`src/rtl/rgb2w_pkg.sv`:
```
// rtl/rgb2w_pkg.sv - shared GRB/GRBW field layout, FSM states and channel minimum helper
package rgb2w_pkg;

  localparam int COLOR_BITS    = 8;
  localparam int G_LSB         = 16;
  localparam int R_LSB         = 8;
  localparam int B_LSB         = 0;
  localparam int FRAME_END_BIT = 31;

  typedef enum logic [2:0] {
    ST_IDLE,
    ST_READ,
    ST_CAPT,
    ST_MIN,
    ST_SUB,
    ST_PRESENT
  } state_t;

  function automatic logic [COLOR_BITS-1:0] color_min(input logic [COLOR_BITS-1:0] a,
                                                      input logic [COLOR_BITS-1:0] b);
    return (a < b) ? a : b;
  endfunction

endpackage

```
`src/rtl/rgb2w_conv_if.sv`:
```
// rtl/rgb2w_conv_if.sv - FIFO read port and GRBW output handshake of the converter
interface rgb2w_conv_if #(
  parameter int DATA_SIZE = 32
);

  logic                 in_rd_fifo_empty;
  logic [DATA_SIZE-1:0] in_rd_fifo_data;
  logic                 out_rd_fifo_en;
  logic [DATA_SIZE-1:0] out_word;
  logic                 out_frame_end;
  logic                 out_valid;
  logic                 in_ready;

  modport master (
    input  in_rd_fifo_empty,
    input  in_rd_fifo_data,
    input  in_ready,
    output out_rd_fifo_en,
    output out_word,
    output out_frame_end,
    output out_valid
  );

  modport slave (
    output in_rd_fifo_empty,
    output in_rd_fifo_data,
    output in_ready,
    input  out_rd_fifo_en,
    input  out_word,
    input  out_frame_end,
    input  out_valid
  );

endinterface

```
`src/rtl/rgb2w_conv.sv`:
```
// rtl/rgb2w_conv.sv - GRB to GRBW converter, white = min channel; RGB2W_SUBTRACT_EN removes W from colours
module rgb2w_conv #(
  parameter int DATA_SIZE  = 32,
  parameter int COLOR_BITS = 8
) (
  input  logic             clk,
  input  logic             rst,
  rgb2w_conv_if.master     bus
);

  import rgb2w_pkg::*;

  localparam int PIX_BITS = 3 * COLOR_BITS;

  // Reset asserts asynchronously but releases only after two clean clock edges.
  logic [1:0] rst_sync;
  logic       rst_n_core;

  always_ff @(posedge clk or negedge rst) begin
    if (!rst) rst_sync <= 2'b00;
    else      rst_sync <= {rst_sync[0], 1'b1};
  end

  assign rst_n_core = rst_sync[1];

  logic [DATA_SIZE-1:0]  fifo_word;
  logic [6:0]            unused_fifo_bits;
  state_t                state;
  logic                  rd_en_q;
  logic                  mark_q;
  logic [PIX_BITS-1:0]   pix_q;
  logic [COLOR_BITS-1:0] m_q;
  logic [DATA_SIZE-1:0]  word_q;
  logic                  fe_q;
  logic                  valid_q;
  logic [COLOR_BITS-1:0] w_c, g_c, r_c, b_c;

  assign fifo_word        = bus.in_rd_fifo_data;
  assign unused_fifo_bits = fifo_word[30:24];

  always_comb begin
    w_c = color_min(m_q, pix_q[B_LSB +: COLOR_BITS]);
`ifdef RGB2W_SUBTRACT_EN
    g_c = pix_q[G_LSB +: COLOR_BITS] - w_c;
    r_c = pix_q[R_LSB +: COLOR_BITS] - w_c;
    b_c = pix_q[B_LSB +: COLOR_BITS] - w_c;
`else
    g_c = pix_q[G_LSB +: COLOR_BITS];
    r_c = pix_q[R_LSB +: COLOR_BITS];
    b_c = pix_q[B_LSB +: COLOR_BITS];
`endif
  end

  always_ff @(posedge clk or negedge rst_n_core) begin
    if (!rst_n_core) begin
      state   <= ST_IDLE;
      rd_en_q <= 1'b0;
      mark_q  <= 1'b0;
      pix_q   <= '0;
      m_q     <= '0;
      word_q  <= '0;
      fe_q    <= 1'b0;
      valid_q <= 1'b0;
    end else begin
      case (state)
        ST_IDLE: begin
          if (!bus.in_rd_fifo_empty) begin
            state   <= ST_READ;
            rd_en_q <= 1'b1;
          end
        end
        ST_READ: begin
          rd_en_q <= 1'b0;
          state   <= ST_CAPT;
        end
        ST_CAPT: begin
          mark_q <= fifo_word[FRAME_END_BIT];
          pix_q  <= fifo_word[PIX_BITS-1:0];
          state  <= ST_MIN;
        end
        ST_MIN: begin
          m_q   <= color_min(pix_q[G_LSB +: COLOR_BITS], pix_q[R_LSB +: COLOR_BITS]);
          state <= ST_SUB;
        end
        ST_SUB: begin
          // A frame-end marker carries no colour, so its payload is forced to zero.
          word_q  <= mark_q ? '0 : {g_c, r_c, b_c, w_c};
          fe_q    <= mark_q;
          valid_q <= 1'b1;
          state   <= ST_PRESENT;
        end
        ST_PRESENT: begin
          if (bus.in_ready) begin
            valid_q <= 1'b0;
            if (!bus.in_rd_fifo_empty) begin
              state   <= ST_READ;
              rd_en_q <= 1'b1;
            end else begin
              state <= ST_IDLE;
            end
          end
        end
        default: state <= ST_IDLE;
      endcase
    end
  end

  assign bus.out_rd_fifo_en = rd_en_q;
  assign bus.out_word       = word_q;
  assign bus.out_frame_end  = fe_q;
  assign bus.out_valid      = valid_q;

endmodule
```
`src/flat_wrapper.sv`:
```
// flat-port wrapper written by rule: the top's interface ports become plain ports
module rgb2w_conv_flat import rgb2w_pkg::*;
#(
  parameter int DATA_SIZE  = 32,
  parameter int COLOR_BITS = 8
)
  (clk, rst, bus_in_rd_fifo_empty, bus_in_rd_fifo_data, bus_in_ready, bus_out_rd_fifo_en, bus_out_word, bus_out_frame_end, bus_out_valid);
  rgb2w_conv_if #(.DATA_SIZE(DATA_SIZE)) bus_i ();
  input  logic clk;
  input  logic rst;
  input wire logic [$bits(bus_i.in_rd_fifo_empty)-1:0] bus_in_rd_fifo_empty;
  input wire logic [$bits(bus_i.in_rd_fifo_data)-1:0] bus_in_rd_fifo_data;
  input wire logic [$bits(bus_i.in_ready)-1:0] bus_in_ready;
  output wire logic [$bits(bus_i.out_rd_fifo_en)-1:0] bus_out_rd_fifo_en;
  output wire logic [$bits(bus_i.out_word)-1:0] bus_out_word;
  output wire logic [$bits(bus_i.out_frame_end)-1:0] bus_out_frame_end;
  output wire logic [$bits(bus_i.out_valid)-1:0] bus_out_valid;
  assign bus_i.in_rd_fifo_empty = bus_in_rd_fifo_empty;
  assign bus_i.in_rd_fifo_data = bus_in_rd_fifo_data;
  assign bus_i.in_ready = bus_in_ready;
  assign bus_out_rd_fifo_en = bus_i.out_rd_fifo_en;
  assign bus_out_word = bus_i.out_word;
  assign bus_out_frame_end = bus_i.out_frame_end;
  assign bus_out_valid = bus_i.out_valid;
  rgb2w_conv #(.DATA_SIZE(DATA_SIZE), .COLOR_BITS(COLOR_BITS)) u_core (.clk(clk), .rst(rst), .bus(bus_i));
endmodule
```
`config.mk`:
```
export PLATFORM = sky130hd
export DESIGN_NAME = rgb2w_conv_flat
export DESIGN_NICKNAME = d
export VERILOG_FILES = /design/src/rtl/rgb2w_pkg.sv /design/src/rtl/rgb2w_conv_if.sv /design/src/rtl/rgb2w_conv.sv /design/src/flat_wrapper.sv
export SDC_FILE = /design/constraint.sdc
export NUM_CORES = 1
export LEC_CHECK = 0
export ABC_AREA = 1
export BUFFER_PORTS_ARGS = -buffer_cell sky130_fd_sc_hd__buf_4
export CAP_MARGIN = 20
export CORE_UTILIZATION = 58
export CTS_CLUSTER_DIAMETER = 50
export DETAILED_ROUTE_END_ITERATION = 12
export PLACE_DENSITY = 0.84
export SYNTH_ARGS = -nofsm -noshare
export SYNTH_HDL_FRONTEND = slang
export SYNTH_SLANG_ARGS = --single-unit
```
`constraint.sdc`:
```
create_clock -name clk -period 4.7 [get_ports clk]
set_input_delay 0.705 -clock clk [delete_from_list [all_inputs] [get_ports clk]]
set_output_delay 0.705 -clock clk [all_outputs]
set_load 0.1 [all_outputs]
```
==> impl_metrics.yaml, run 1 <==
grt:
  antenna_found_initial: 0
  grt_pass1_wl_um: 12100
  track_usage_pct: 26.0
  grt_pass1_vias: 2643
  grt_max_degree: 56
  globalRouteOverflowTotal: 0
critical_path:
  crit_path_top_delay_cell: "dfrtp_1"
  cp_cell_sequence: "inv_1 > ha_1 > nand2_1 > inv_1 > nor2_1 > o21a_1 > nand2_1 > nand2_1 > nand3_1 > nand2_1"
  rr_endpoint: "u_core.m_q[0]$_DFFE_PN0P_"
  startpoint_type: "flip-flop"
  regToRegSetupSlack_ns: 2.81
  worstReg2RegStart: "u_core.pix_q[15]$_DFFE_PN0P_"
  setup.worst_path.start: "u_core.pix_q[15]$_DFFE_PN0P_"
  setup.worst_path.end_class: "flip-flop"
  cp_common_cell: "nand2_1"
  arrival_ns: 2.16
  worst_r2r_path_depth: 10
  worstPathMaxFanout: 9
  cpPeakStageDelay_ns: 0.36
  cp.required_ns: 4.97
  path_class: "reg -> reg"
timing:
  skew_ns: 0.00728
  slew_viol_final: 0
  rsz0062_at_grt: "no"
  finalCritPeriodShare_pct: 40.3
  final_hold_viol_count: 0
  worstMarginPinSlew_ns: 0.677
  setup-tns-final_ns: 0
  worst_slew_margin_rel_pct: 54.9
  min_period_ns: 1.89
  fmax_mhz: 528
  setup_viol: 0
placed_design:
  hpwl_um: 4890
  place_congestion: 0.911
  io_buffers: 63
synthesis:
  synth.most_common_cell: "nand2_1"
  yosys-top-cells-area: "dfrtp_1 (54%), nand2_1 (14%), ha_1 (5.2%)"
  netlist_area_um2: 3380
  synth_flop_cell: "dfrtp_1"
  synth_commonest_cells: "nand2_1 (125), dfrtp_1 (73), inv_1 (45), nand3_1 (34), o21ai_0 (30)"
  synth_top_cell_by_area: "dfrtp_1"
  synth_cell_types: 25
  ys_warn_count: 0
  netlist.area_leader.share_pct: 54.0
  synth_seq_cells: 73
  synth_edf_count: 0
  syn_avg_cell_area_um2: 8.90
  syn_inst: 380
  ys_seq_area_share_pct: 54.0
  syn_nets: 430
  async_flop_share_pct: 100
drt:
  drt_iter0_markers: 253
  drc_errors: 0
  via_per_inst: 5.26
  ant_nets: 0
  dr.pass1.iters: 4
  drt-wirelength-per-cell_um: 13.7
  totalWireLength_um: 7130
  vias: 2735
outcome:
  status: "finished clean"
clocking:
  cts-root-buf: "clkbuf_8"
  numClockSinks: 73
  cts_setup_buffers: 0
  clkTransAtPathRegs_ns: 0.07
  numCtsBuffers: 9
  htreeDepth: 3
  clkLatencyLatePin_ns: 0.34
  cts_resized: 0
  hold_buffers: 0
  cts_buffer_depth: 2
  tritoncts: "built"
floorplanning:
  core_um2: 5570
  die_h_um: 78.4
  dieWidth_um: 78.4
  die_area_um2: 6140
  io_pins: 71
  placementRows: 27
  initial_core_util_pct: 60.7
layout:
  n_antenna_cell: 0
  synthToLayoutAreaGrowth_pct: 21.3
  num-nets-final: 494
  drive_gt1_share_pct: 24.1
hold_path:
  hold_class: "in -> async"
job:
  cap_violations: 0
worst max path at each step:
stage	endpoint	slack [ns]	cells past startpoint
after detailed placement	u_core.m_q[0]$_DFFE_PN0P_	2.86	10
after global routing	u_core.m_q[0]$_DFFE_PN0P_	2.64	10
after floorplan	u_core.bus.out_frame_end$_DFFE_PN0P_	2.52	0
final	u_core.m_q[0]$_DFFE_PN0P_	2.81	10
after global placement	u_core.m_q[2]$_DFFE_PN0P_	2.95	10
after CTS	u_core.m_q[0]$_DFFE_PN0P_	2.83	10
placed cells by master (no fill, tap or decap):
| master | Yosys | final |
|---|---|---|
| nor2_2 | 1 | 1 |
| a311oi_1 | 1 | 1 |
| nor3_4 | 1 | 1 |
| clkbuf_8 | 0 | 10 |
| o21ai_0 | 30 | 30 |
| bufinv_16 | 0 | 2 |
| a22oi_1 | 1 | 1 |
| buf_4 | 0 | 65 |
| a21oi_1 | 6 | 6 |
| nor2_1 | 7 | 7 |
| nor2_8 | 1 | 1 |
| dfrtp_1 | 73 | 72 |
| nand2_1 | 125 | 125 |
| nand3_1 | 34 | 34 |
| inv_1 | 45 | 45 |
| nand2_2 | 2 | 2 |
| clkinv_2 | 0 | 1 |
| clkbuf_1 | 3 | 2 |
| o21a_1 | 2 | 2 |
| o21ai_2 | 20 | 20 |
| nor2_4 | 1 | 1 |
| nand2_4 | 1 | 1 |
| dfrtp_2 | 0 | 1 |
| inv_2 | 1 | 1 |
| inv_4 | 1 | 1 |
| ha_1 | 14 | 14 |
| conb_1 | 1 | 1 |
metal layers:
metal	track usage, %	part of all wire (%)
met4	13.5	1.6
met1	35.1	43
met3	4.19	6.3
met2	40.5	49
met5	0	0
sequential cells by signal (all words and copies together) (netlist names):
name	count
u_core.mark_q	1
u_core.bus.out_valid	1
u_core.bus.out_rd_fifo_en	1
u_core.bus.out_word	32
u_core.rst_sync	2
u_core.m_q	8
u_core.state	3
u_core.pix_q	24
u_core.bus.out_frame_end	1
kinds of logic (layout without fill, tap and decap cells):
| family | count (synthesis) | in the layout | share of synthesized area, % |
|---|---|---|---|
| adder cells (fa/ha/maj) | 14 | 14 | 5.18 |
| buffers and inverters | 59 | 127 | 7.32 |
| AO/OA/AOI/OAI | 60 | 60 | 11.4 |
| AND/OR/NAND/NOR | 173 | 173 | 22.0 |
| other | 1 | 1 | 0.111 |
| flip-flops | 73 | 73 | 54.0 |
through the flow:
| step | instance area [µm²] | setup WS, ns | util (%) | cells | hold WS [ns] |
|---|---|---|---|---|---|
| after global routing | 4100 | 2.64 | 73.6 | 520 | 0.133 |
| after global placement | 3890 | 2.95 | 69.9 | 505 | 0.184 |
| final | 4100 | 2.81 | 73.6 | 520 | 0.138 |
| after floorplan | 3380 | 2.52 | - | 380 | 0.331 |
| after detailed placement | 3890 | 2.86 | 69.9 | 505 | 0.183 |
| after CTS | 4100 | 2.83 | 73.6 | 520 | 0.130 |
critical path, delay by kind of cell, from the launching register on:
kind | cells | cell delay [ns]
fa+ha+maj | 1 | 0.26
simple gates | 6 | 0.73
buf+inv | 2 | 0.17
compound gates | 1 | 0.31
flops | 1 | 0.36
cell type report:
type,instances,area [µm²]
Inverter,47,179
Fill cell,433,1470
Multi-Input combinational cell,248,1310
Clock buffer,12,145
Tap cell,72,90.1
Clock inverter,3,65.1
Timing Repair Buffer,65,488
Sequential cell,73,1830
Power of run 1 is left out: the tool's default activity adds up to more than one toggle a clock period on the data nets, which glitch-free logic cannot reach.
==> run 2, diff against run 1 <==
--- a/config.mk
+++ b/config.mk
@@ -5,13 +5,13 @@
 export SDC_FILE = /design/constraint.sdc
 export NUM_CORES = 1
 export LEC_CHECK = 0
-export ABC_AREA = 1
+export ABC_AREA = 0
 export BUFFER_PORTS_ARGS = -buffer_cell sky130_fd_sc_hd__buf_4
 export CAP_MARGIN = 20
-export CORE_UTILIZATION = 58
+export CORE_UTILIZATION = 54
 export CTS_CLUSTER_DIAMETER = 50
 export DETAILED_ROUTE_END_ITERATION = 12
-export PLACE_DENSITY = 0.84
+export PLACE_DENSITY = 0.79
 export SYNTH_ARGS = -nofsm -noshare
 export SYNTH_HDL_FRONTEND = slang
 export SYNTH_SLANG_ARGS = --single-unit
==> constraint.sdc (replaced) <==
create_clock -name clk -period 1.95 [get_ports clk]
set_input_delay 0.2925 -clock clk [delete_from_list [all_inputs] [get_ports clk]]
set_output_delay 0.2925 -clock clk [all_outputs]
set_load 0.1 [all_outputs]
==> run 2 against run 1 <==
Global-route usage shrank 3.0 points. Count of clock-buffer cells in the layout down 2. Via count decreased by 13%. Synthesized area fell by 2.4%. Non-clock buffer count increased by 10. Critical path depth is 2 lower. First-iteration DRC count down 63%. Routed wire length shrank 5.3%. Hold slack gained 0.0087 ns. Die area grew 4.7%.
==> impl_metrics.yaml, run 2 <==
job:
  cap_violations: 0
synthesis:
  synth_cell_types: 35
  synth_compound_area_share_pct: 13.0
  synthSimpleGateAreaFrac_pct: 12.4
  ys_seq_area_share_pct: 55.3
  ys_warn_count: 0
  async_flop_share_pct: 100
  synth_edf_count: 0
  synth_seq_cells: 73
  synth_commonest_cells: "dfrtp_1 (73), nand2_1 (64), o21ai_0 (35), mux2i_1 (16)"
  synth_top_cell_by_area: "dfrtp_1"
  netlist.area_leader.share_pct: 55.3
  netlist_area_um2: 3300
  yosys-top-cells-area: "dfrtp_1 (55%), nand2_1 (7.3%), ha_1 (5.3%)"
  synth-xor-area-share_pct: 0.265
  synth_flop_cell: "dfrtp_1"
  synth_top_family_by_area: "compound AO/OA/AOI/OAI gates"
  synth.most_common_cell: "dfrtp_1"
  synth_fa_ha_area_share_pct: 5.31
  syn_nets: 359
  synthMuxAreaShare_pct: 8.95
  syn_inst: 309
  syn_avg_cell_area_um2: 10.7
critical_path:
  cp_cell_sequence: "inv_2 > ha_1 > a21o_1 > a21oi_2 > o311a_4 > buf_6 > mux2i_1 > o21ai_0"
  worstPathMaxFanout: 3
  crit_path_top_delay_cell: "dfrtp_1"
  arrival_ns: 2.11
  cp.required_ns: 2.17
  cp_top_family: "compound AO/OA/AOI/OAI gates"
  critPathBufInv: 2
  setup.worst_path.end_class: "flip-flop"
  path_class: "reg -> reg"
  cpPeakStageDelay_ns: 0.40
  startpoint_type: "flip-flop"
floorplanning:
  die_h_um: 80.2
  initial_core_util_pct: 55.7
  io_pins: 71
  core_um2: 5920
  dieWidth_um: 80.2
  placementRows: 28
  die_area_um2: 6430
timing:
  worstMarginPinSlew_ns: 0.623
  fmax_mhz: 528
  final_hold_viol_count: 0
  worst_slew_margin_rel_pct: 58.5
  skew_ns: 0.00774
  slew_viol_final: 0
  min_period_ns: 1.89
  finalCritPeriodShare_pct: 97.0
  setup_viol: 0
clocking:
  cts-root-buf: "clkbuf_8"
  clkTransAtPathRegs_ns: 0.08
  numClockSinks: 73
  htreeDepth: 3
  cts_buffer_depth: 2
  tritoncts: "built"
  numCtsBuffers: 9
  clkLatencyLatePin_ns: 0.35
drt:
  drt_iter0_markers: 94
  vias: 2370
  totalWireLength_um: 6760
  drc_errors: 0
  dr.pass1.iters: 4
  ant_nets: 0
  via_per_inst: 5.19
  drt-wirelength-per-cell_um: 14.8
layout:
  drive_gt1_share_pct: 31.7
  synthToLayoutAreaGrowth_pct: 26.0
  multi_input_area_um2: 1350
  mostFrequentLayoutCells: "dfrtp_1 (72), buf_4 (70), nand2_1 (64)"
  n_antenna_cell: 0
  final_common_cell: "dfrtp_1"
  largest_reg_flops: 32
  finalInstanceArea_um2: 4160
  final-seq-area_um2: 1830
  num-nets-final: 427
  nFillCells: 452
placed_design:
  io_buffers: 63
  place_congestion: 0.742
  place_area_um2: 3850
  hpwl_um: 4570
grt:
  grt_pass1_wl_um: 10900
  grt_max_degree: 40
  globalRouteOverflowTotal: 0
  track_usage_pct: 23.0
  antenna_found_initial: 0
  grt_pass1_vias: 2356
hold_path:
  hold_class: "in -> reg"
outcome:
  status: "finished clean"
-- run 2: what timing repair did --
action / CTS / global route
buffers inserted: 0 / 3
endpoints found under the setup margin: 3 / 16
resized for setup: 4 / 4
pin swaps: 1 / 1
hold endpoints to repair: 2 / 0
gates cloned: 0 / 0
hold buffers: 1 / 0
-- run 2: worst min-delay path, stage by stage --
cell     delay [ns]
buf_4          0.08
nand2_1        0.03
o21ai_0        0.06
-- run 2: per-layer routing --
layer | routed length, µm | vias up | track usage, %
met4 | 99 | 0 | 8.93
met3 | 300 | 12 | 5.45
li1 | - | 1176 | -
met5 | 0 | - | 0
met1 | 3120 | 1116 | 30.7
met2 | 3230 | 66 | 36.2
-- run 2: final timing paths --
kind                                                      end                         start  cells past startpoint  slack [ns]
setup / recovery           u_core.bus.out_word[2]$_DFFE_PN0P_   u_core.pix_q[6]$_DFFE_PN0P_                      8        0.06
hold / removal                    u_core.pix_q[6]$_DFFE_PN0P_        bus_in_rd_fifo_data[6]                      3        0.15
max in group asynchronous         u_core.pix_q[1]$_DFFE_PN0P_  u_core.rst_sync[1]$_DFF_PN0_                      1        1.28
setup reg to reg           u_core.bus.out_word[2]$_DFFE_PN0P_   u_core.pix_q[6]$_DFFE_PN0P_                      8        0.06
min in group asynchronous        u_core.rst_sync[1]$_DFF_PN0_                           rst                      2        0.26
hold reg to reg                  u_core.pix_q[23]$_DFFE_PN0P_  u_core.rst_sync[1]$_DFF_PN0_                      1        0.31
-- run 2: cells by family (layout without fill, tap and decap cells) --
logic type,count (synthesis),after routing
other,1,1
AND/OR/NAND/NOR,90,90
AO/OA/AOI/OAI,70,70
multiplexers,28,28
buffers and inverters,32,105
adder cells (fa/ha/maj),14,14
flip-flops,73,73
XOR/XNOR,1,1
-- run 2: cell type report --
cell class	count	share of cell area (%)
clock buffer	10	3.31
sequential	73	43.9
clock inverter	6	2.53
tap	75	2.26
timing repair buffer	75	14.4
inverter	14	1.26
multi-input combinational	204	32.3
-- run 2: metrics by stage --
stage / setup WS, ns / instances / setup TNS, ns / hold slack (ns) / utilization [%]
after global placement: 0.0970 / 437 / 0 / 0.0757 / 65.0
after CTS: 0.00631 / 454 / 0 / 0.140 / 69.4
after floorplan: 0.270 / 309 / 0 / -0.00309 / -
after detailed placement: 0.0181 / 437 / 0 / 0.0787 / 65.0
final: 0.0576 / 457 / 0 / 0.147 / 70.3
after global routing: -0.0217 / 457 / -0.100 / 0.151 / 70.3
Power of run 2 is left out for the same reason.
==> run 3, diff against run 2 <==
--- a/config.mk
+++ b/config.mk
@@ -8,6 +8,7 @@
 export ABC_AREA = 0
 export BUFFER_PORTS_ARGS = -buffer_cell sky130_fd_sc_hd__buf_4
 export CAP_MARGIN = 20
+export CORE_ASPECT_RATIO = 1.75
 export CORE_UTILIZATION = 54
 export CTS_CLUSTER_DIAMETER = 50
 export DETAILED_ROUTE_END_ITERATION = 12
==> run 3 against run 2 <==
Non-clock buffer count unchanged. Final cell count increased by 0.66%. Worst setup slack improved by 0.056 ns. Hold slack about the same. Register-to-register slack improved by 0.06 ns. Final area decreased by 1.2%. Sequential cell count unchanged. Maximum frequency increased by 3.1%. Critical path depth unchanged.
==> impl_metrics.yaml, run 3 (synthesized netlist as in run 2, its figures left out) <==
outcome:
  status: "finished clean"
hold_path:
  worst_hold_path.num_cells: 3
  worstHoldStart: "bus_in_rd_fifo_data[9]"
  min_to: "u_core.pix_q[9]$_DFFE_PN0P_"
  hold_class: "in -> reg"
layout:
  drive_gt1_share_pct: 30.6
  mostFrequentLayoutCells: "dfrtp_1 (72), buf_4 (70), nand2_1 (64)"
  largest_reg_flops: 32
  final_common_cell: "dfrtp_1"
  n_antenna_cell: 0
  num-nets-final: 427
  stdcell_count: 460
  nFillCells: 465
  synthToLayoutAreaGrowth_pct: 24.5
floorplanning:
  io_pins: 71
  die_h_um: 105
  initial_core_util_pct: 56.1
  die_area_um2: 6440
  core_um2: 5880
  dieWidth_um: 61.1
  placementRows: 37
critical_path:
  rr_endpoint: "u_core.bus.out_word[2]$_DFFE_PN0P_"
  crit_path_top_delay_cell: "dfrtp_1"
  startpoint_type: "flip-flop"
  setup.worst_path.end_class: "flip-flop"
  cp.required_ns: 2.17
  arrival_ns: 2.06
  regToRegSetupSlack_ns: 0.11
  worstPathMaxFanout: 4
  path_class: "reg -> reg"
  cpPeakStageDelay_ns: 0.39
  cp_cell_sequence: "inv_2 > ha_4 > a21o_1 > a21oi_1 > o311a_1 > buf_6 > mux2i_1 > o21ai_0"
  worstReg2RegStart: "u_core.pix_q[6]$_DFFE_PN0P_"
  worst_r2r_path_depth: 8
clocking:
  clkTransAtPathRegs_ns: 0.07
  numCtsBuffers: 9
  cts-root-buf: "clkbuf_8"
  cts_buffer_depth: 2
  clkLatencyLatePin_ns: 0.35
  numClockSinks: 73
  tritoncts: "built"
  htreeDepth: 3
drt:
  dr.pass1.iters: 4
  vias: 2369
  ant_nets: 0
  totalWireLength_um: 6390
  drt-wirelength-per-cell_um: 13.9
  drt_iter0_markers: 87
  drc_errors: 0
  via_per_inst: 5.15
placed_design:
  dp_cells: 441
  hpwl_um: 4620
  place_congestion: 0.783
  io_buffers: 63
grt:
  track_usage_pct: 22.4
  grt_pass1_wl_um: 10500
  grt_pass1_vias: 2285
  globalRouteOverflowTotal: 0
  grt_max_degree: 72
  antenna_found_initial: 0
timing:
  fin_hold_ws_ns: 0.147
  finalCritPeriodShare_pct: 94.2
  final_hold_viol_count: 0
  slew_viol_final: 0
  worstMarginPinSlew_ns: 0.554
  fmax_mhz: 545
  setup_viol: 0
  worst_slew_margin_rel_pct: 62.9
  min_period_ns: 1.84
  rsz0062_at_grt: "yes"
  skew_ns: 0.0115
job:
  cap_violations: 0
run 3: cell types whose count changed in the layout (fill, tap and decap cells not counted), sizes merged:
cell      delta
clkbuf       +4
bufinv       -3
clkinv       -2
clkinvlp     +1
run 3: worst max-delay path by stage:
stage | from | endpoint | slack [ns] | cells after the start
after global placement | u_core.pix_q[6]$_DFFE_PN0P_ | u_core.bus.out_word[2]$_DFFE_PN0P_ | 0.10 | 8
after detailed placement | u_core.pix_q[6]$_DFFE_PN0P_ | u_core.bus.out_word[2]$_DFFE_PN0P_ | 0.04 | 8
final | u_core.pix_q[6]$_DFFE_PN0P_ | u_core.bus.out_word[2]$_DFFE_PN0P_ | 0.11 | 8
after global routing | u_core.pix_q[2]$_DFFE_PN0P_ | u_core.bus.out_word[4]$_DFFE_PN0P_ | -0.02 | 8
after CTS | u_core.m_q[6]$_DFFE_PN0P_ | u_core.bus.out_word[2]$_DFFE_PN0P_ | 0.03 | 7
after floorplan | u_core.pix_q[2]$_DFFE_PN0P_ | u_core.bus.out_word[0]$_DFFE_PN0P_ | 0.27 | 8
run 3: layer usage:
| layer | track usage [%] | vias to the layer above | share of wire (%) |
|---|---|---|---|
| li1 | - | 1177 | - |
| met1 | 26.6 | 1114 | 40 |
| met2 | 36.5 | 62 | 53 |
| met3 | 6.01 | 16 | 4.7 |
| met4 | 10.6 | 0 | 2.5 |
| met5 | 0 | - | 0 |
run 3: what timing repair did:
action,4_1_cts,5_1_grt
pin swaps,1,1
hold endpoints to repair,2,0
resized for setup,1,3
hold buffers,1,0
gates cloned,0,0
setup buffers,0,2
endpoints found under the setup margin,1,16
run 3: worst max-delay path, delay by kind of cell (launching register included):
| kind | cells | cell delay [ns] |
|---|---|---|
| AO/OA/AOI/OAI | 4 | 0.68 |
| adder cells (fa/ha/maj) | 1 | 0.21 |
| multiplexers | 1 | 0.19 |
| buffers and inverters | 2 | 0.24 |
| flip-flops | 1 | 0.39 |
run 3: layout make-up:
class	instances	area (µm²)	share of cell area, %
clock inverters	2	12.5	0.305
well taps	78	97.6	2.38
inverters	14	52.6	1.28
repair buffers	75	607	14.8
clock buffers	14	173	4.20
multi-input cells	204	1340	32.6
flip-flops and latches	73	1830	44.5
run 3: metrics by stage:
stage / utilization [%] / area (µm²) / TNS [ns] / worst slack [ns]
global route: 69.9 / 4110 / -0.0157 / -0.0155
CTS: 69.1 / 4070 / 0 / 0.0250
global placement: 65.8 / 3870 / 0 / 0.103
finish: 69.9 / 4110 / 0 / 0.114
detailed placement: 65.8 / 3870 / 0 / 0.0358
floorplan: - / 3300 / 0 / 0.270
Power of run 3 is left out for the same reason.
